<file path="config.mk">
export PLATFORM = sky130hd
export DESIGN_NAME = fd_grad_engine
export DESIGN_NICKNAME = d
export VERILOG_FILES = /design/src/rtl/fd_grad_engine.sv
export SDC_FILE = /design/constraint.sdc
export NUM_CORES = 1
export LEC_CHECK = 0
export CAP_MARGIN = 0
export CORE_MARGIN = 5
export CORE_UTILIZATION = 47
export CTS_CLUSTER_SIZE = 20
export DETAILED_ROUTE_END_ITERATION = 10
export HOLD_SLACK_MARGIN = 0.03
export PLACE_DENSITY = 0.74
export REMOVE_ABC_BUFFERS = 1
export SYNTH_ARGS = -nofsm -noshare
export SYNTH_HDL_FRONTEND = slang
export SYNTH_SLANG_ARGS = --single-unit
</file>
<file path="constraint.sdc">
create_clock -name clk -period 4.5 [get_ports clk]
set_input_delay 0.45 -clock clk [delete_from_list [all_inputs] [get_ports clk]]
set_output_delay 0.45 -clock clk [all_outputs]
set_load 0.02 [all_outputs]
</file>
<file path="src/rtl/fd_grad_engine.sv">
// Finite-difference gradient sequencer: drives an external objective evaluator per coefficient
// and streams saturated fixed-point gradients in central or forward mode.
module fd_grad_engine #(
    parameter int NUM_ELEMENTS = 50,
    parameter int DATA_WIDTH   = 32,
    parameter int STEP_LOG2    = 10,
    parameter int IDX_W        = (NUM_ELEMENTS > 1) ? $clog2(NUM_ELEMENTS) : 1
) (
    input  logic                  clk,
    input  logic                  rst,
    input  logic                  start,
    input  logic                  mode,
    output logic                  busy,
    output logic                  done,
    output logic                  eval_req_valid,
    input  logic                  eval_req_ready,
    output logic [IDX_W-1:0]      eval_idx,
    output logic [1:0]            eval_dir,
    input  logic                  eval_rsp_valid,
    input  logic [DATA_WIDTH-1:0] eval_rsp_data,
    output logic                  grad_valid,
    input  logic                  grad_ready,
    output logic [DATA_WIDTH-1:0] grad_data,
    output logic [IDX_W-1:0]      grad_idx,
    output logic                  grad_last,
    output logic [DATA_WIDTH-1:0] f0_data
);

    // state      | meaning
    // IDLE       | waiting for start
    // REQ_BASE   | requesting unperturbed objective (forward mode only)
    // WAIT_BASE  | waiting for unperturbed objective
    // REQ_P      | requesting +h objective for current idx
    // WAIT_P     | waiting for +h objective
    // REQ_M      | requesting -h objective (central mode only)
    // WAIT_M     | waiting for -h objective
    // CALC       | difference, shift, saturate into grad_data
    // OUT        | presenting gradient until accepted
    // FIN        | one-cycle done pulse
    typedef enum logic [3:0] {
        IDLE, REQ_BASE, WAIT_BASE, REQ_P, WAIT_P, REQ_M, WAIT_M, CALC, OUT, FIN
    } state_t;

    localparam int                      WW       = DATA_WIDTH + 1 + STEP_LOG2;
    localparam logic [IDX_W-1:0]        LAST_IDX = IDX_W'(NUM_ELEMENTS - 1);
    localparam logic [DATA_WIDTH-1:0]   SAT_MAX  = {1'b0, {(DATA_WIDTH-1){1'b1}}};
    localparam logic [DATA_WIDTH-1:0]   SAT_MIN  = {1'b1, {(DATA_WIDTH-1){1'b0}}};

    state_t                  state, state_nxt;
    logic                    mode_r;
    logic [IDX_W-1:0]        idx;
    logic [DATA_WIDTH-1:0]   f0, fp, fm, grad_r;
    logic [DATA_WIDTH:0]     diff;
    logic signed [WW-1:0]    diff_ext, g_wide;
    logic                    ovf;
    logic [DATA_WIDTH-1:0]   g_sat;
    logic                    is_last;

    assign is_last = (idx == LAST_IDX);

    always_ff @(posedge clk) begin
        if (!rst) state <= IDLE;
        else      state <= state_nxt;
    end

    always_comb begin
        state_nxt = state;
        case (state)
            IDLE:      if (start)          state_nxt = mode ? REQ_BASE : REQ_P;
            REQ_BASE:  if (eval_req_ready) state_nxt = WAIT_BASE;
            WAIT_BASE: if (eval_rsp_valid) state_nxt = REQ_P;
            REQ_P:     if (eval_req_ready) state_nxt = WAIT_P;
            WAIT_P:    if (eval_rsp_valid) state_nxt = mode_r ? CALC : REQ_M;
            REQ_M:     if (eval_req_ready) state_nxt = WAIT_M;
            WAIT_M:    if (eval_rsp_valid) state_nxt = CALC;
            CALC:                          state_nxt = OUT;
            OUT:       if (grad_ready)     state_nxt = is_last ? FIN : REQ_P;
            FIN:                           state_nxt = IDLE;
            default:                       state_nxt = IDLE;
        endcase
    end

    always_comb begin
        busy           = 1'b0;
        done           = 1'b0;
        eval_req_valid = 1'b0;
        eval_idx       = '0;
        eval_dir       = 2'b00;
        grad_valid     = 1'b0;
        grad_idx       = '0;
        grad_last      = 1'b0;
        case (state)
            IDLE: ;
            REQ_BASE: begin
                busy           = 1'b1;
                eval_req_valid = 1'b1;
            end
            REQ_P: begin
                busy           = 1'b1;
                eval_req_valid = 1'b1;
                eval_idx       = idx;
                eval_dir       = 2'b01;
            end
            REQ_M: begin
                busy           = 1'b1;
                eval_req_valid = 1'b1;
                eval_idx       = idx;
                eval_dir       = 2'b10;
            end
            OUT: begin
                busy       = 1'b1;
                grad_valid = 1'b1;
                grad_idx   = idx;
                grad_last  = is_last;
            end
            FIN: begin
                busy = 1'b1;
                done = 1'b1;
            end
            default: busy = 1'b1;
        endcase
    end

    // One extra bit keeps the difference exact; widening by STEP_LOG2 keeps the shift exact before clamping.
    always_comb begin
        diff     = mode_r ? ({fp[DATA_WIDTH-1], fp} - {f0[DATA_WIDTH-1], f0})
                          : ({fp[DATA_WIDTH-1], fp} - {fm[DATA_WIDTH-1], fm});
        diff_ext = {{STEP_LOG2{diff[DATA_WIDTH]}}, diff};
        g_wide   = mode_r ? (diff_ext <<< STEP_LOG2) : (diff_ext <<< (STEP_LOG2 - 1));
        ovf      = (g_wide[WW-1:DATA_WIDTH-1] != '0) && (g_wide[WW-1:DATA_WIDTH-1] != '1);
        g_sat    = ovf ? (g_wide[WW-1] ? SAT_MIN : SAT_MAX) : g_wide[DATA_WIDTH-1:0];
    end

    always_ff @(posedge clk) begin
        if (!rst) begin
            mode_r <= 1'b0;
            idx    <= '0;
            f0     <= '0;
            fp     <= '0;
            fm     <= '0;
            grad_r <= '0;
        end else begin
            case (state)
                IDLE: if (start) begin
                    mode_r <= mode;
                    idx    <= '0;
                end
                WAIT_BASE: if (eval_rsp_valid) f0 <= eval_rsp_data;
                WAIT_P:    if (eval_rsp_valid) fp <= eval_rsp_data;
                WAIT_M:    if (eval_rsp_valid) fm <= eval_rsp_data;
                CALC:      grad_r <= g_sat;
                OUT:       if (grad_ready && !is_last) idx <= idx + 1'b1;
                default: ;
            endcase
        end
    end

    assign grad_data = grad_r;
    assign f0_data   = f0;

endmodule

</file>
==> out/results.tsv, run 1 <==
stage	metric	value	unit
run_status	status	finished, final reports clean	
global_routing	first-pass GRT wire length	34620	µm
route	WL final	20770	µm
layout	Layout Nets	1161	
floorplan	I/O Pins	122	
power_and_ir_drop	Reg power frac	30.3	%
synth	synthesized area per cell	8.026	µm²
power_and_ir_drop	Power Total	4308	µW
synth	compound-gate portion of the synthesized area	24.78	%
place	RePlAce Congestion	0.9220	
synth	XOR/XNOR Fraction of Synth Area	2.910	%
synth	Post-Synth Simple-Gate Area	20.96	%
global_routing	vias in the first global route	6952	
global_routing	initial antenna violation count	0	
floorplan	die width	139.0	µm
layout	most frequent cells in the layout	nand2_1, dfxtp_1, clkdlybuf4s50_1	
floorplan	CORE AREA	0.01647	mm²
sta	Max-slew headroom	18.96	%
power_and_ir_drop	VDD IR max	0.0003441	V
setup_path	CP cell instances	buf_4 -> mux2i_1 -> ha_1 -> a21oi_2 -> o21ai_0 -> or2_1 -> o21a_1 -> or4_4 -> a2111oi_2 -> and4bb_1 -> a31oi_2 -> nand3b_4 -> buf_4 -> o211ai_2	
setup_path	Crit. End Element	flip-flop	
synth	Ys Warns	0	
floorplan	Die H	139.0	µm
layout	layout cells sized above 1	9.672	%
route	DRC viols	0	
power_and_ir_drop	Sw Pwr	1514	µW
clock_tree	clk buf depth	2	
place	DP Area	0.009144	mm²
power_and_ir_drop	clock share of power	33.5	%
synth	mapped cell area	0.007825	mm²
setup_path	Crit Path Class	flip-flop to flip-flop	
power_and_ir_drop	Pleak	0.003798	µW
setup_path	CP Max Fanout	16	
clock_tree	H-tree depth	4	
global_routing	GRT Overall Usage	21.31	%
sta	Max Freq	237.1	MHz
synth	register area share after synthesis	33.51	%
setup_path	Top delay family on crit path	simple AND/OR/NAND/NOR gates	
route	Vias/cell	5.408	
route	vias	7117	
layout	fin area	0.009917	mm²
synth	Post-synth EDFFs	0	
synth	mux cell area share after synthesis	6.796	%
place	I/O Buffers	121	
synth	main combinational cell family by area after synthesis	compound AO/OA/AOI/OAI gates	
sta	Slew Limit Fails	0	
clock_tree	CTS buffer count	17	
power_and_ir_drop	Power Internal	2794	µW
synth	Mapped Cells	975	
setup_path	Critical Path RT	4.85	ns
layout	commonest non-fill, non-tap cell in the layout	nand2_1	
power_and_ir_drop	Pwr per Cell Area	434.4	mW/mm²
synth	Yosys reg bits	131	
synth	ys flop type	dfxtp_1	
synth	Adder-Cell Fraction of Synth Area	6.332	%
hold_path	worst hold path class	flip-flop to flip-flop	
setup_path	CP max stage cell	dfxtp_4	
sta	final hold violation count	0	
flow_run	Max-Cap Viols	0	
route	Detail Route Antenna Nets	0	
layout	diodes inserted	0	
sta	min Tclk post-route	4.218	ns
sta	final worst path period share	93.73	%
power_and_ir_drop	Net Sw Frac	35.14	%
setup_path	CP max stage delay	0.51	ns
synth	Async SR Flop Fraction	0	%
setup_path	CP bufs+invs	2	
clock_tree	hold buffer count at cts	0	
clock_tree	clk slew on worst S/H paths	0.06	ns
sta	final setup vio count	0	
clock_tree	CTS tree	built	
place	DP Wirelength	15050	µm
global_routing	grt total ovfl	0	
setup_path	Most Frequent Cell on Critical Path	buf_4	
synth	Cell variety after synth	61	
setup_path	worst path arrival time	4.57	ns
floorplan	Initial Utilization	47.52	%
clock_tree	clk root buf	clkbuf_16	
power_and_ir_drop	combinational fraction of design power	36.1	%
floorplan	Die ar.	0.01933	mm²
sta	Fin Hold WS	0.4604	ns
floorplan	# rows	47	
global_routing	largest net degree at the start of global routing	64	
setup_path	kind of start point of the critical path	flip-flop	
layout	area grow syn2layout	26.73	%
sta	Worst Tran Pin Value	1.213	ns
route	per-cell routed wire length	15.78	µm
sta	Clock Skew	0.009746	ns
clock_tree	CTS sink count	131	
route	DR pass1 iterations	7	
clock_tree	clock latency on the worst-skew pair	0.43	ns
route	drt first-iter violations	467	
worst paths after layout:
kind	start	end	slack, ns	cells after the start
min	fm[19]$_SDFFE_PN0P_	fm[19]$_SDFFE_PN0P_	0.46	2
max reg2reg	mode_r$_SDFFE_PN0P_	grad_data[24]$_SDFFE_PN0N_	0.28	14
min reg2reg	fm[19]$_SDFFE_PN0P_	fm[19]$_SDFFE_PN0P_	0.46	2
max	mode_r$_SDFFE_PN0P_	grad_data[24]$_SDFFE_PN0N_	0.28	14
sequential cells by signal (all words and copies together), names as in the netlist:
name	flops
mode_r	1
fp	32
fm	32
grad_data	24
state	4
idx	6
f0_data	32
worst min-delay path: stages (launching register included):
cell	delay (ns)
dfxtp_1	0.30
nand2_1	0.04
a21boi_0	0.06
Yosys cell counts, types with 6 or more instances:
library cell,instances,area share (%)
o21ai_0,23,1.5
nand2b_1,6,0.48
o211ai_1,8,0.77
and3_1,11,0.88
nor2b_1,9,0.72
clkbuf_1,50,2.4
xor2_1,12,1.3
a21boi_0,101,9.7
nand4_1,8,0.64
nor2_1,39,1.9
mux2i_1,52,6.7
nor3_1,16,1.0
nand2_1,262,13
a21o_1,16,1.5
dfxtp_1,131,34
a21oi_1,36,2.3
ha_1,38,6.1
o21a_1,11,1.1
nand3_1,8,0.51
o211ai_2,20,3.2
buf_4,10,0.96
a31oi_1,6,0.48
inv_1,16,0.77
xnor2_1,14,1.6
kinds of logic (layout without fill, tap and decap cells):
group                      count (synthesis)  count (layout)
muxes                                     53              53
and+or+nand+nor                          382             382
buffers and inverters                     83             204
DFF                                      131             131
adders and majority gates                 39              39
xor gates and xnor gates                  26              26
AOI/OAI and AO/OA                        261             261
cell type report:
| class | instances | area (µm²) |
|---|---|---|
| inverter | 16 | 60.06 |
| fill | 1493 | 6549 |
| clock inverter | 14 | 176.4 |
| sequential | 131 | 2626 |
| tap | 220 | 275.3 |
| multi-input combinational | 761 | 4871 |
| clock buffer | 18 | 439.2 |
| timing repair buffer | 156 | 1469 |
per-layer routing:
metal | global-route usage (%) | vias up | wire [µm]
met5 | 0 | - | 0
met3 | 4.586 | 31 | 915
met4 | 7.364 | 0 | 361
met1 | 27.87 | 3309 | 9807
met2 | 34.95 | 178 | 9690
li1 | - | 3599 | -
power by group through the flow:
stage               combinational, µW  sequential (µW)  clock (µW)
floorplan                         981             1380           0
global placement                 1480             1330           0
detailed placement               1490             1330           0
CTS                              1500             1310        1460
global route                     1710             1320        1510
finish                           1560             1310        1440
metrics by stage:
stage / setup TNS, ns / instances / util (%) / setup slack (ns)
3_3_place_gp: 0 / 1266 / 55.53 / 0.2061
2_1_floorplan: -32.13 / 908 / - / -1.578
3_5_place_dp: 0 / 1266 / 55.53 / 0.1168
6_report: 0 / 1316 / 60.23 / 0.2821
4_1_cts: 0 / 1298 / 59.27 / 0.07973
5_1_grt: -0.03450 / 1316 / 60.23 / -0.01744
what timing repair did:
action	CTS	global route
gates resized for setup	0	4
endpoints found under the setup margin	0	21
buffers inserted	0	18
hold endpoints to repair	0	0
(Power assumes the default switching activity.)
==> inputs of run 2 (changes only) <==
--- a/config.mk
+++ b/config.mk
@@ -7,11 +7,11 @@
 export LEC_CHECK = 0
 export CAP_MARGIN = 0
 export CORE_MARGIN = 5
-export CORE_UTILIZATION = 47
+export CORE_UTILIZATION = 40
 export CTS_CLUSTER_SIZE = 20
 export DETAILED_ROUTE_END_ITERATION = 10
 export HOLD_SLACK_MARGIN = 0.03
-export PLACE_DENSITY = 0.74
+export MAX_ROUTING_LAYER = met4
 export REMOVE_ABC_BUFFERS = 1
 export SYNTH_ARGS = -nofsm -noshare
 export SYNTH_HDL_FRONTEND = slang
==> out/results.tsv, run 2 (synthesis results as in run 1) <==
stage	metric	value	unit
layout	most frequent cells in the layout	nand2_1, dfxtp_1, clkdlybuf4s50_1	
route	DRC viols	0	
route	highest metal used	met4	
setup_path	Crit Path Class	flip-flop to flip-flop	
clock_tree	clk buf depth	2	
layout	diodes inserted	0	
global_routing	vias in the first global route	6894	
power_and_ir_drop	combinational fraction of design power	37.1	%
clock_tree	CTS sink count	131	
floorplan	CORE AREA	0.01933	mm²
layout	# fillers	1921	
layout	area grow syn2layout	26.21	%
clock_tree	CTS tree	built	
route	met2 routed WL	9797	µm
route	per-cell routed wire length	15.88	µm
setup_path	Critical Path RT	4.84	ns
clock_tree	clk slew on worst S/H paths	0.06	ns
run_status	status	finished, final reports clean	
sta	Worst Tran Pin Value	0.8899	ns
sta	final setup vio count	0	
floorplan	die width	149.9	µm
global_routing	grt total ovfl	0	
power_and_ir_drop	Pwr per Cell Area	423.2	mW/mm²
sta	final worst path period share	94.95	%
setup_path	Crit. End Element	flip-flop	
clock_tree	clock latency on the worst-skew pair	0.42	ns
sta	Max Freq	234.0	MHz
global_routing	first-pass GRT wire length	34980	µm
route	Vias/cell	5.207	
route	met3 wire length	843	µm
hold_path	worst hold path class	flip-flop to flip-flop	
sta	Slew Limit Fails	0	
clock_tree	H-tree depth	4	
sta	Max-slew headroom	40.53	%
floorplan	Die ar.	0.02246	mm²
route	WL final	21500	µm
place	I/O Buffers	121	
sta	final hold violation count	0	
clock_tree	CTS buffer count	17	
sta	Final WS setup	0.2273	ns
floorplan	I/O Pins	122	
sta	Clock Skew	0.009344	ns
power_and_ir_drop	VDD IR max	0.0002714	V
clock_tree	clk root buf	clkbuf_16	
sta	min Tclk post-route	4.273	ns
place	DP Wirelength	15680	µm
setup_path	CP Max Fanout	21	
power_and_ir_drop	Pleak	0.003738	µW
power_and_ir_drop	Sw Pwr	1471	µW
setup_path	R2R depth	15	
hold_path	hold path depth	2	
place	RePlAce Congestion	0.8705	
route	drt first-iter violations	344	
global_routing	initial antenna violation count	0	
layout	Reg area	0.002626	mm²
route	Detail Route Antenna Nets	0	
power_and_ir_drop	Power Total	4179	µW
route	vias	7050	
flow_run	Max-Cap Viols	0	
layout	Layout Nets	1154	
power_and_ir_drop	clock share of power	31.8	%
route	met1 wire length	10640	µm
floorplan	# rows	51	
power_and_ir_drop	Reg power frac	31.1	%
layout	multi-input gate area in the final layout	0.004853	mm²
route	DR pass1 iterations	4	
place	worst slack at placement	0.09010	ns
global_routing	GRT Overall Usage	19.73	%
sta	unrepaired setup endpoints after global routing	false	
floorplan	Die H	149.9	µm
power_and_ir_drop	Net Sw Frac	35.19	%
power_and_ir_drop	Power Internal	2709	µW
layout	commonest non-fill, non-tap cell in the layout	nand2_1	
layout	layout cells sized above 1	8.448	%
floorplan	Initial Utilization	40.47	%
setup_path	kind of start point of the critical path	flip-flop	
global_routing	largest net degree at the start of global routing	58	
clock_tree	hold buffer count at cts	0	
setup_path	worst path arrival time	4.61	ns
## run 2: cell types whose count changed in the layout (fill, tap and decap cells not counted), sizes merged
cell / previous run / this run
bufinv: 3 / 1
clkbuf: 18 / 24
clkinvlp: 2 / 3
inv: 20 / 16
buf: 36 / 29
clkinv: 5 / 4
## run 2: final timing paths
kind | from | end | slack (ns)
worst min-delay path | fm[9]$_SDFFE_PN0P_ | fm[9]$_SDFFE_PN0P_ | 0.46
worst max-delay path | mode_r$_SDFFE_PN0P_ | grad_data[23]$_SDFFE_PN0N_ | 0.23
worst min register to register | fm[9]$_SDFFE_PN0P_ | fm[9]$_SDFFE_PN0P_ | 0.46
worst max register to register | mode_r$_SDFFE_PN0P_ | grad_data[23]$_SDFFE_PN0N_ | 0.23
## run 2: routing by layer
metal	track usage [%]	vias up
met5	-	-
met4	4.758	0
met3	2.998	17
met2	31.00	151
met1	26.80	3284
li1	-	3598
## run 2: per-stage QoR
stage / hold slack, ns / util [%] / instance area (µm²) / instances / TNS (ns)
floorplan: 0.4409 / - / 7517 / 908 / -32.13
global placement: 0.4499 / 47.73 / 9228 / 1314 / 0
detailed placement: 0.4564 / 47.73 / 9228 / 1314 / 0
CTS: 0.4641 / 50.66 / 9796 / 1346 / 0
global route: 0.4814 / 51.08 / 9876 / 1354 / 0
finish: 0.4614 / 51.08 / 9876 / 1354 / 0
## run 2: layout make-up
class | count | share of cell area, %
Clock buffer | 24 | 4.979
Clock inverter | 8 | 0.7728
Inverter | 16 | 0.6081
Multi-Input combinational cell | 761 | 49.14
Sequential cell | 131 | 26.59
Tap cell | 265 | 3.357
Timing Repair Buffer | 149 | 14.54
## run 2: worst max-delay path, stage by stage, from the launching register on
cell      delay (ns)
dfxtp_4         0.40
buf_6           0.27
mux2i_1         0.39
ha_1            0.32
a21oi_2         0.24
nand2_1         0.09
and3_1          0.17
a21o_1          0.25
o21ai_1         0.27
xnor2_1         0.20
or3b_2          0.46
nor4_1          0.18
a31oi_1         0.22
nand3b_4        0.31
buf_4           0.25
o211ai_2        0.16
## run 2: repair_timing
item	in CTS	in global routing
resized for setup	0	2
endpoints found under the setup margin	0	21
buffers inserted	0	8
## run 2: power groups by stage
stage                     clock (µW)  sequential (µW)  combinational [µW]
after detailed placement           0             1320                1540
after global placement             0             1320                1540
final                           1330             1300                1550
after CTS                       1360             1300                1550
after global routing            1410             1310                1700
after floorplan                    0             1380                 981
